### src/rtl/alu_ctrl_pkg.sv
// Shared constants and types for the two-requester ALU front end.
// F codes follow the ALU_32bit encoding.
package alu_ctrl_pkg;
   localparam logic [2:0] F_AND     = 3'b000;
   localparam logic [2:0] F_OR      = 3'b001;
   localparam logic [2:0] F_ADD     = 3'b010;
   localparam logic [2:0] F_SUB     = 3'b110;
   localparam logic [2:0] F_SLT     = 3'b111;
   localparam logic [2:0] F_ILLEGAL = 3'b100;

   typedef enum logic [1:0] {
      IDLE = 2'd0,
      EXEC = 2'd1,
      RESP = 2'd2
   } state_t;
endpackage

### src/rtl/ALU_32bit.sv
// Existing 32-bit ALU: F[2] inverts B, F[1:0] picks AND/OR/SUM/SLT.
// Purely combinational.
module ALU_32bit (
   input  logic [31:0] A,
   input  logic [31:0] B,
   input  logic [2:0]  F,
   output logic [31:0] Y,
   output logic        Zero,
   output logic        Overflow
);
   logic [31:0] w_bb;
   logic [31:0] w_s;
   logic        w_v;

   assign w_bb = F[2] ? ~B : B;
   assign w_s  = A + w_bb + {31'b0, F[2]};
   assign w_v  = (A[31] == w_bb[31]) & (w_s[31] != A[31]);

   always_comb begin
      Y = '0;
      unique case (F[1:0])
         2'b00:   Y = A & w_bb;
         2'b01:   Y = A | w_bb;
         2'b10:   Y = w_s;
         default: Y = {31'b0, w_s[31] ^ w_v};
      endcase
   end

   assign Overflow = (F[1:0] == 2'b10) & w_v;
   assign Zero     = (Y == 32'b0);
endmodule

### src/rtl/rr_arbiter_2.sv
// Two-way round-robin grant; i_rr_last is the last winner.
// Grants are one-hot and only issued while enabled.
module rr_arbiter_2 (
   input  logic [1:0] i_valid,
   input  logic       i_rr_last,
   input  logic       i_en,
   output logic [1:0] o_grant
);
   assign o_grant[0] = i_en & i_valid[0] & (~i_valid[1] | i_rr_last);
   assign o_grant[1] = i_en & i_valid[1] & (~i_valid[0] | ~i_rr_last);
endmodule

### src/rtl/alu_arbiter_2req.sv
// Shares one ALU_32bit between two valid/ready requesters, round-robin,
// with registered operands and a registered, back-pressured result.
module alu_arbiter_2req
   import alu_ctrl_pkg::*;
#(
   parameter int WIDTH = 32,
   parameter int CNT_W = 16
) (
   input  logic             clk,
   input  logic             reset,
   input  logic             req0_valid,
   output logic             req0_ready,
   input  logic [2:0]       req0_f,
   input  logic [WIDTH-1:0] req0_a,
   input  logic [WIDTH-1:0] req0_b,
   input  logic             req1_valid,
   output logic             req1_ready,
   input  logic [2:0]       req1_f,
   input  logic [WIDTH-1:0] req1_a,
   input  logic [WIDTH-1:0] req1_b,
   output logic             res_valid,
   input  logic             res_ready,
   output logic             res_id,
   output logic [WIDTH-1:0] res_y,
   output logic             res_zero,
   output logic             res_overflow,
   output logic             res_err,
   output logic             busy,
   output logic [CNT_W-1:0] op_count
);
   state_t           r_state;
   state_t           w_next;
   logic             r_rr_last;
   logic [2:0]       r_f;
   logic [WIDTH-1:0] r_a;
   logic [WIDTH-1:0] r_b;
   logic             r_id;
   logic [WIDTH-1:0] r_y;
   logic             r_zero;
   logic             r_ovf;
   logic             r_err;
   logic [CNT_W-1:0] r_cnt;
   logic [1:0]       w_gnt;
   logic             w_en;
   logic             w_acc;
   logic             w_hs;
   logic [WIDTH-1:0] w_y;
   logic             w_zero;
   logic             w_ovf;

   // Reset also masks the grant so no ready leaks out in the reset cycle.
   assign w_en  = (r_state == IDLE) & ~reset;
   assign w_acc = |w_gnt;
   assign w_hs  = (r_state == RESP) & res_ready;

   rr_arbiter_2 u_arb (
      .i_valid   ({req1_valid, req0_valid}),
      .i_rr_last (r_rr_last),
      .i_en      (w_en),
      .o_grant   (w_gnt)
   );

   ALU_32bit u_alu (
      .A        (r_a),
      .B        (r_b),
      .F        (r_f),
      .Y        (w_y),
      .Zero     (w_zero),
      .Overflow (w_ovf)
   );

   always_ff @(posedge clk) begin
      if (reset) r_state <= IDLE;
      else       r_state <= w_next;
   end

   always_comb begin
      w_next = r_state;
      unique case (r_state)
         IDLE:    if (w_acc) w_next = EXEC;
         EXEC:    w_next = RESP;
         RESP:    if (res_ready) w_next = IDLE;
         default: w_next = IDLE;
      endcase
   end

   always_ff @(posedge clk) begin
      if (reset) begin
         r_rr_last <= 1'b1;
         r_f       <= '0;
         r_a       <= '0;
         r_b       <= '0;
         r_id      <= 1'b0;
         r_y       <= '0;
         r_zero    <= 1'b0;
         r_ovf     <= 1'b0;
         r_err     <= 1'b0;
         r_cnt     <= '0;
      end else begin
         if (w_acc) begin
            r_f       <= w_gnt[1] ? req1_f : req0_f;
            r_a       <= w_gnt[1] ? req1_a : req0_a;
            r_b       <= w_gnt[1] ? req1_b : req0_b;
            r_id      <= w_gnt[1];
            r_rr_last <= w_gnt[1];
         end
         if (r_state == EXEC) begin
            if (r_f == F_ILLEGAL) begin
               r_y    <= '0;
               r_zero <= 1'b0;
               r_ovf  <= 1'b0;
               r_err  <= 1'b1;
            end else begin
               r_y    <= w_y;
               r_zero <= w_zero;
               r_ovf  <= w_ovf;
               r_err  <= 1'b0;
            end
         end
         if (w_hs) r_cnt <= r_cnt + {{(CNT_W-1){1'b0}}, 1'b1};
      end
   end

   assign req0_ready   = w_gnt[0];
   assign req1_ready   = w_gnt[1];
   assign res_valid    = (r_state == RESP);
   assign res_id       = r_id;
   assign res_y        = r_y;
   assign res_zero     = r_zero;
   assign res_overflow = r_ovf;
   assign res_err      = r_err;
   assign busy         = (r_state != IDLE);
   assign op_count     = r_cnt;
endmodule

### config.mk
export PLATFORM = sky130hd
export DESIGN_NAME = alu_arbiter_2req
export DESIGN_NICKNAME = d
export VERILOG_FILES = /design/src/rtl/alu_ctrl_pkg.sv /design/src/rtl/ALU_32bit.sv /design/src/rtl/rr_arbiter_2.sv /design/src/rtl/alu_arbiter_2req.sv
export SDC_FILE = /design/constraint.sdc
export NUM_CORES = 1
export LEC_CHECK = 0
export ABC_AREA = 1
export BUFFER_PORTS_ARGS = -buffer_cell sky130_fd_sc_hd__buf_2
export CAP_MARGIN = 20
export CORE_AREA = 2 2 94 187
export DETAILED_ROUTE_END_ITERATION = 7
export DIE_AREA = 0 0 96 189
export GPL_TIMING_DRIVEN = 0
export PLACE_DENSITY = 0.83
export SLEW_MARGIN = 20
export SYNTH_ARGS = -nofsm -noshare
export SYNTH_HDL_FRONTEND = slang
export SYNTH_SLANG_ARGS = --single-unit
### constraint.sdc
create_clock -name clk -period 6.8 [get_ports clk]
set_clock_uncertainty 0.05 [all_clocks]
set_input_delay 0.34 -clock clk [delete_from_list [all_inputs] [get_ports clk]]
set_output_delay 0.34 -clock clk [all_outputs]
set_load 0.05 [all_outputs]
# Word-level counts from Yosys, hierarchy flattened
# Cells that the tools add are included.
# word_totals
reg_bits,122
output_inout_bits,56
elab_cells,59
inputBits,139
# classes
muxes,12
eq_ne,9
reduce_logical,6
n_addsub,3
bitwise,18
# op_table
cell,n
$mux W32,4
$pmux W32 S3,1
$add A32 B1 Y32,1
$add A32 B32 Y32,1
$and A32 B32 Y32,1
$logic_not A32 Y1,1
$not A32 Y32,1
$or A32 B32 Y32,1
$add A16 B1 Y16 const B,1
$and A1 B1 Y1,8
$pmux W2 S3,1
$eq A2 B1 Y1 const B,2
$eq A2 B2 Y1 const B,2
$logic_not A2 Y1,2
$mux W2,2
$not A1 Y1,4
$eq A3 B3 Y1 const B,1
$mux W1,3
$mux W3,1
$ne A2 B1 Y1 const B,1
$ne A2 B2 Y1 const B,1
$or A1 B1 Y1,2
$reduce_and A2 Y1,1
$reduce_bool A2 Y1,1
4 further kinds,4

# Depth between registers and ports, before layout
# Gate-level depths: netlist (run 1).
# logic_depth
depth_word,10
mapped_depth,27

# By module
# From an unflattened synthesis (run 1), not the netlist that was laid out.
# hier_totals
hier_cells,1614
area_unflattened_um2,9500.4
# by_module_without_submodules
mod,area_per_inst_um2,seq_area_each_um2,cells_per_inst,n_inst
alu_arbiter_2req,5295.1,2442.3,804,1
ALU_32bit,4184.0,0.0,805,1
rr_arbiter_2,21.3,0.0,5,1

# Worst setup path after synthesis (run 1)
# No wires, ideal clock.
# synth_path
path_type,register -> register
from,reg r_f[2]
to,"reg r_zero, in the netlist res_zero"
synth_period_minus_slack_ps,3669
arrival_ps,3549
stages_incl_launch_ff,27
setup_slack_ps,3131
path_cell_list,dfxtp_1 > buf_6 > clkbuf_1 > xnor2_1 > ha_1 > nand2_1 > nor2_1 > nand2_1 > nand3_1 > nand2_1 > nand2_1 > nand2_1 > nand2_1 > nand2_1 > nand2_1 > a21oi_1 > fa_1 > o22ai_1 > a21oi_1 > nand3_1 > nor2_1 > nand3_1 > nor2_1 > nand2_1 > nor2_1 > nand3_1 > a21oi_1
# synth_between
elab_chain_cells,9
elab_cells_between_ends,13
cone_classes,add/sub (2); eq/ne (3); mux (3); bitwise (4); reduce/logical (1)
# synth_lines
element,line,text
start: declaration,alu_arbiter_2req.sv:34,logic [2:0] r_f;
start signal: assignment,alu_arbiter_2req.sv:101,r_f <= w_gnt[1] ? req1_f : req0_f;
$mux W32,ALU_32bit.sv:15,assign w_bb = F[2] ? ~B : B;
$add A32 B32 Y32,ALU_32bit.sv:16,"assign w_s = A + w_bb + {31'b0, F[2]};"
$add A32 B1 Y32,ALU_32bit.sv:16,
$ne A1 B1 Y1,ALU_32bit.sv:17,assign w_v = (A[31] == w_bb[31]) & (w_s[31] != A[31]);
$and A1 B1 Y1,ALU_32bit.sv:17,
$xor A1 B1 Y1,ALU_32bit.sv:25,"default: Y = {31'b0, w_s[31] ^ w_v};"
$pmux W32 S3,ALU_32bit.sv:21,unique case (F[1:0])
$logic_not A32 Y1,ALU_32bit.sv:30,assign Zero = (Y == 32'b0);
$mux W1 (*),alu_arbiter_2req.sv:108,if (r_f == F_ILLEGAL) begin
end signal: assignment,alu_arbiter_2req.sv:115,r_zero <= w_zero;
end: declaration,alu_arbiter_2req.sv:39,logic r_zero;
# Mark *: on every way between the ends. The rest lies on a longest branch, timed or not.
# A chain may end at the register's enable or synchronous reset.

# Final worst setup path (run 1)
# Same ends and word-level chain as after synthesis.

==> metrics.txt, run 1 <==
wire length of the first global-routing pass 49000 um; worst setup margin ~1.9 ns; Syn Inst Count 1492; routed via count divided by cell count around 5.3; Max-slew headroom 47.1%; Final ANT Viol Nets 0; unique cell type count in the Yosys netlist 36; Post-CTS Hold Fix Bufs 0; maximum number of pins on one net before global-route repair 17; Std-Cell Rows 67; GRT overflow 0; Setup Total Neg Slack 0 ns; endpoint type of the worst setup path flop; clock latency at the later pin of the worst-skew pair 0.43 ns; final critical-path share of the clock period 72.4%; Routed wire per std cell 16.3 um; Crit Path Class reg2reg; netlist area before placement 9030 sq um; count of final hold-check violations 0; share of synthesized area occupied by flip-flops and latches 27.1%; I/O pin cnt a little under 200; Crit Path Max Fanout 10; H-Tree Level Count 4; largest buffer count on any clock path 2; clock tree sinks between 100 and 150; area of the placeable core 16700 sq um; number of inserted diodes 0; die width 96 um; setup-violating endpoint count in the final report 0; actual slew at the worst max-slew pin 0.794 ns; highest clock frequency the design can meet 203 MHz; standby leakage power around 0.0055 uW; synth top area cells sky130_fd_sc_hd__dfxtp_1, sky130_fd_sc_hd__nand2_1, sky130_fd_sc_hd__inv_1, sky130_fd_sc_hd__ha_1, sky130_fd_sc_hd__nor2_1; DR iter-0 viols 504; setup repair after global routing missed its margin false; routed vias 10267; via count of the first global-routing pass 10132; share of post-route cells with drive strength above 1 15.4%; PortBufs 193; data required time of the worst path 7.11 ns; initial standard-cell utilization of the core 54.1%; Total Routing Usage GR 35.6%; post-placement worst setup slack between 1.5 and 2 ns; total power divided by cell area 233 nW/um^2; overall die area 18100 sq um; most area-hungry cell type in the Yosys netlist sky130_fd_sc_hd__dfxtp_1; Hold Path Class in2reg; number of antenna violations at the first check in global routing 0; count of cells resized by post-cts repair 0; Mapped Nets 1698; result of the run completed; overall die height 189 um; Routed WL 31400 um; crit start category flop; total setup buffers inserted after CTS 0; First-pass DRT Iterations 5; average cell area after synthesis 6.05 sq um; sum of net half-perimeters after detailed placement 25700 um; weighted congestion reported at the end of routability-driven placement just under 1; number of nets in the layout approximately 1900; clock-pin transition on the worst setup and hold timing paths ~0.060 ns; final-report max-slew violation count 0; post-route minimum period 4.92 ns; number of synthesis warnings 0; flop and latch count out of synthesis between 100 and 150; clock buffers created by TritonCTS 17; number of maximum-capacitance constraint violations 0; fraction of post-synthesis cell area in the top cell type by area 27.1%; maximum resistive drop on vdd 195 uV; synthesis-to-layout area growth 20.1%; DRC Markers 0; arrival time of the worst setup path 5.24 ns; clock tree root buffer cell sky130_fd_sc_hd__clkbuf_16; CTS tree built
## power breakdown
group	leakage [uW]	internal (uW)	switching, uW	total, uW
Clock	0.000281	566	358	924
Sequential	0.000992	766	39.6	805
Combinational	0.00424	268	530	799
Total	0.00552	1600	928	2530
## cell usage in the layout, fill, tap and decap left out, drive strengths merged
master / n
o21a: 2
and2: 3
nor4: 2
nand2: 392
nand4: 8
nand3: 69
nor3: 17
bufinv: 2
inv: 228
xnor2: 32
clkinvlp: 3
or2: 4
ha: 65
xor2: 3
o21bai: 3
o21ai: 92
buf: 215
a2bb2oi: 2
clkinv: 5
a21oi: 140
o22ai: 25
nand3b: 9
clkbuf: 57
fa: 2
dfxtp: 122
nor2: 214
## layout make-up
class | count | area (sq um)
sequential | 122 | 2440
clock inverter | 10 | 119
timing repair buffer | 193 | 966
clock buffer | 21 | 470
inverter | 228 | 856
multi-input combinational | 1084 | 5480
tap | 207 | 259
buffer | 58 | 254
fill | 1617 | 5840
## cell usage after synthesis (all sizes together)
cell / instances
nand2: 392
inv: 228
nor2: 214
a21oi: 140
dfxtp: 122
o21ai: 92
nand3: 69
ha: 65
clkbuf: 36
xnor2: 32
o22ai: 25
buf: 22
nor3: 17
nand3b: 9
nand4: 8
or2: 4
and2: 3
o21bai: 3
xor2: 3
a2bb2oi: 2
fa: 2
nor4: 2
o21a: 2
## routing by layer
layer	vias to the layer above	part of all wire (%)	global-route usage, %	routed length, um
met5	-	0	0	0
met4	0	7.3	24.2	2280
met3	129	6.0	5.81	1890
met2	435	51	63.0	16100
met1	4597	35	36.8	11100
li1	5106	-	-	-
## critical path, stage by stage, from the launching register on
cell and delay (ns):
sky130_fd_sc_hd__dfxtp_1 0.32, sky130_fd_sc_hd__buf_6 0.14, sky130_fd_sc_hd__clkbuf_1 0.56, sky130_fd_sc_hd__xnor2_1 0.24, sky130_fd_sc_hd__ha_1 0.43, sky130_fd_sc_hd__nand2_1 0.12
sky130_fd_sc_hd__inv_1 0.09, sky130_fd_sc_hd__nand2_1 0.13, sky130_fd_sc_hd__nor3_1 0.15, sky130_fd_sc_hd__nand2_1 0.13, sky130_fd_sc_hd__nand2_1 0.17, sky130_fd_sc_hd__nand2_1 0.09
sky130_fd_sc_hd__nand2_1 0.06, sky130_fd_sc_hd__nand2_1 0.06, sky130_fd_sc_hd__nand2_1 0.08, sky130_fd_sc_hd__a21oi_1 0.09, sky130_fd_sc_hd__fa_1 0.53, sky130_fd_sc_hd__o22ai_1 0.09
sky130_fd_sc_hd__a21oi_1 0.37, sky130_fd_sc_hd__nand3_1 0.13, sky130_fd_sc_hd__nor2_1 0.13, sky130_fd_sc_hd__nand3_1 0.13, sky130_fd_sc_hd__nor2_1 0.14, sky130_fd_sc_hd__nand2_1 0.08
sky130_fd_sc_hd__nor2_1 0.09, sky130_fd_sc_hd__nand3_1 0.10, sky130_fd_sc_hd__a21oi_1 0.13
## logic make-up after synthesis
| kind of cell | synth area share [%] |
|---|---|
| and+or+nand+nor | 32.6 |
| buffers and inverters | 12.3 |
| adders and majority gates | 9.45 |
| xor gates and xnor gates | 3.40 |
| DFF | 27.1 |
| AOI/OAI and AO/OA | 15.2 |
## state kept, by name, summed over array words and instances (netlist names)
register	cells
op_count	16
r_a	32
r_b	32
r_f	3
r_rr_last	1
r_state	2
res_err	1
res_id	1
res_overflow	1
res_y	32
res_zero	1
## metrics by stage
step	utilization [%]	std cells	hold slack (ns)	cell area, sq um	power [uW]
6_report	65.0	1923	0.156	10800	2530
5_1_grt	65.0	1923	0.169	10800	2650
4_1_cts	65.0	1923	0.147	10800	2520
3_5_place_dp	61.5	1892	0.402	10300	1600
2_1_floorplan	-	1492	0.380	9030	1350
3_3_place_gp	61.5	1892	0.399	10300	1580
## final timing paths
kind              endpoint      start  depth (start not counted)  slack, ns
setup / recovery  res_zero     r_f[2]                         26       1.88
hold / removal      r_a[3]  req0_a[3]                          3       0.16
setup reg to reg  res_zero     r_f[2]                         26       1.88
hold reg to reg   res_y[5]   res_y[5]                          2       0.41
(Power assumes the default switching activity.)
==> inputs of run 2 (changes only) <==
--- a/config.mk
+++ b/config.mk
@@ -8,11 +8,11 @@
 export ABC_AREA = 1
 export BUFFER_PORTS_ARGS = -buffer_cell sky130_fd_sc_hd__buf_2
 export CAP_MARGIN = 20
-export CORE_AREA = 2 2 94 187
+export CORE_AREA = 2 2 98 194
 export DETAILED_ROUTE_END_ITERATION = 7
-export DIE_AREA = 0 0 96 189
+export DIE_AREA = 0 0 100 196
 export GPL_TIMING_DRIVEN = 0
-export PLACE_DENSITY = 0.83
+export PLACE_DENSITY = 0.81
 export SLEW_MARGIN = 20
 export SYNTH_ARGS = -nofsm -noshare
 export SYNTH_HDL_FRONTEND = slang
==> constraint.sdc (replaced) <==
create_clock -name clk -period 4.1 [get_ports clk]
set_clock_uncertainty 0.05 [all_clocks]
set_input_delay 0.205 -clock clk [delete_from_list [all_inputs] [get_ports clk]]
set_output_delay 0.205 -clock clk [all_outputs]
set_load 0.05 [all_outputs]
==> run 2 against run 1 <==
Wire length increased by 6.5%. Worst hold slack got worse by 0.14 ns. Clock-buffer cell count is 2 lower. Critical endpoint unchanged. Largest power group is now combinational logic. Critical path type unchanged. Cell count up 2.0%. Die area is 8.0% higher.
==> metrics.txt, run 2 (synthesis gave the netlist of run 1 again) <==
result of the run completed (unchanged); clock latency at the later pin of the worst-skew pair 0.44 ns (was 0.43 ns); endpoint type of the worst setup path flop (unchanged); sum of net half-perimeters after detailed placement 25800 um (was 25700 um); leading cell type in the layout, fill and taps excluded sky130_fd_sc_hd__nand2_1 (unchanged); clock buffers created by TritonCTS 17 (unchanged); total cell area at the placement stage 10300 sq um (about the same); count of final hold-check violations 0 (unchanged); overall die height 196 um (was 189 um); DR iter-0 viols 596 (was 504); weighted congestion reported at the end of routability-driven placement 0.995 (about the same); Routed wire per std cell 17.0 um (was 16.3 um); highest cell delay on the worst timing path 0.54 ns (was 0.56 ns); arrival time of the worst setup path 4.32 ns (was 5.24 ns); number of inserted diodes 0 (unchanged); routed via count divided by cell count 5.36 (was 5.34); maximum resistive drop on vdd 283 uV (was 195 uV); number of buffers and inverters on the critical path 2 (was 3); actual slew at the worst max-slew pin 0.989 ns (was 0.794 ns); share of post-route cells with drive strength above 1 21.3% (was 15.4%); Final ANT Viol Nets 0 (unchanged); data required time of the worst path 4.42 ns (was 7.11 ns); clock-pin transition on the worst setup and hold timing paths 0.07 ns (was 0.06 ns); clock tree sinks 122 (unchanged); standby leakage power 0.00583 uW (was 0.00552 uW); wire length of the first global-routing pass 50000 um (was 49000 um); Crit Path Class reg2reg (unchanged); via count of the first global-routing pass 10206 (was 10132); die width 100 um (was 96 um); Std-Cell Rows 70 (was 67); I/O pin cnt 195 (unchanged); clock tree root buffer cell sky130_fd_sc_hd__clkbuf_16 (unchanged); routed vias 10507 (was 10267); PortBufs 193 (unchanged); post-route minimum period 4.00 ns (was 4.92 ns); GRT overflow 0 (unchanged); crit start category flop (unchanged); most used cells in the layout excluding fill and tap cells sky130_fd_sc_hd__nand2_1, sky130_fd_sc_hd__inv_1, sky130_fd_sc_hd__buf_2, sky130_fd_sc_hd__nor2_1, sky130_fd_sc_hd__a21oi_1 (unchanged); number of nets in the layout 1938 (was 1910); Routed WL 33400 um (was 31400 um); initial standard-cell utilization of the core 49.6% (was 54.1%); First-pass DRT Iterations 5 (unchanged); area of the placeable core 18200 sq um (was 16700 sq um); Max-slew headroom 34.1% (was 47.1%); largest buffer count on any clock path 2 (unchanged); number of antenna violations at the first check in global routing 0 (unchanged); standard cell with the maximum stage delay on the critical path sky130_fd_sc_hd__fa_1 (was sky130_fd_sc_hd__clkbuf_1); category of cells accounting for the largest share of critical-path delay simple AND/OR/NAND/NOR gates (unchanged); Hold Path Class in2reg (unchanged); most numerous cell on the critical path sky130_fd_sc_hd__nand2_2 (was sky130_fd_sc_hd__nand2_1); fin area 11700 sq um (was 10800 sq um); Post-CTS Hold Fix Bufs 0 (unchanged); DRC Markers 0 (unchanged); Crit Path Max Fanout 7 (was 10); H-Tree Level Count 4 (unchanged); setup-violating endpoint count in the final report 0 (unchanged); number of maximum-capacitance constraint violations 0 (unchanged); maximum number of pins on one net before global-route repair 17 (unchanged); highest clock frequency the design can meet 250 MHz (was 203 MHz); total power divided by cell area 381 nW/um^2 (was 233 nW/um^2); CTS tree built (unchanged); Total Routing Usage GR 33.2% (was 35.6%); final-report max-slew violation count 0 (unchanged); power consumption 4440 uW (was 2530 uW); overall die area 19600 sq um (was 18100 sq um); synthesis-to-layout area growth 29.0% (was 20.1%); Fill cells 1735 (was 1617); final critical-path share of the clock period 97.5% (was 72.4%)
run 2: power breakdown:
group	internal [uW]	leakage, uW	total [uW]	switching [uW]
clock network	899	0.000274	1510	616
registers	1270	0.000993	1350	79.8
logic	603	0.00456	1580	977
run 2: metrics by stage:
step	TNS [ns]	setup slack (ns)	utilization (%)	std cells	hold slack, ns
2_1_floorplan	0	0.431	-	1492	0.315
3_3_place_gp	-1.12	-0.917	56.3	1901	0.401
3_5_place_dp	-1.18	-0.949	56.3	1901	0.405
4_1_cts	0	0.00464	60.9	1938	0.00938
5_1_grt	-0.0219	-0.0219	64.0	1961	0.0393
6_report	0	0.102	64.0	1961	0.0211
run 2: worst min-delay path, stage by stage:
cell                      delay (ns)
sky130_fd_sc_hd__buf_2          0.07
sky130_fd_sc_hd__o21ai_0        0.07
sky130_fd_sc_hd__a21oi_1        0.11
run 2: timing repair:
| action | in CTS | in global routing |
|---|---|---|
| setup buffers | 5 | 22 |
| gates resized for setup | 38 | 69 |
| setup endpoints to repair | 2 | 1 |
| pin swaps | 4 | 38 |
| gates cloned | 0 | 2 |
run 2: cell type report:
cell class                 instances  area, sq um  area share [%]
buffer                            57          302            2.59
clock buffer                      19          433            3.72
clock inverter                    13          145            1.25
inverter                         228          856            7.35
multi-input combinational       1084         5970            51.2
sequential                       122         2450            21.0
tap                              216          270            2.32
timing repair buffer             222         1230            10.6
run 2: worst paths after layout:
kind / from / to / slack (ns) / cells past startpoint
hold reg to reg: res_y[15] / res_y[15] / 0.41 / 2
setup / recovery: r_f[2] / res_zero / 0.10 / 25
hold / removal: req0_a[20] / r_a[20] / 0.02 / 3
setup reg to reg: r_f[2] / res_zero / 0.10 / 25
run 2: layer usage:
| layer | wire length, um | global-route usage (%) | vias to the layer above |
|---|---|---|---|
| li1 | - | - | 5170 |
| met2 | 17600 | 61.2 | 452 |
| met5 | 0 | 0 | - |
| met4 | 2440 | 24.7 | 0 |
| met3 | 1970 | 5.27 | 123 |
| met1 | 11400 | 32.2 | 4762 |
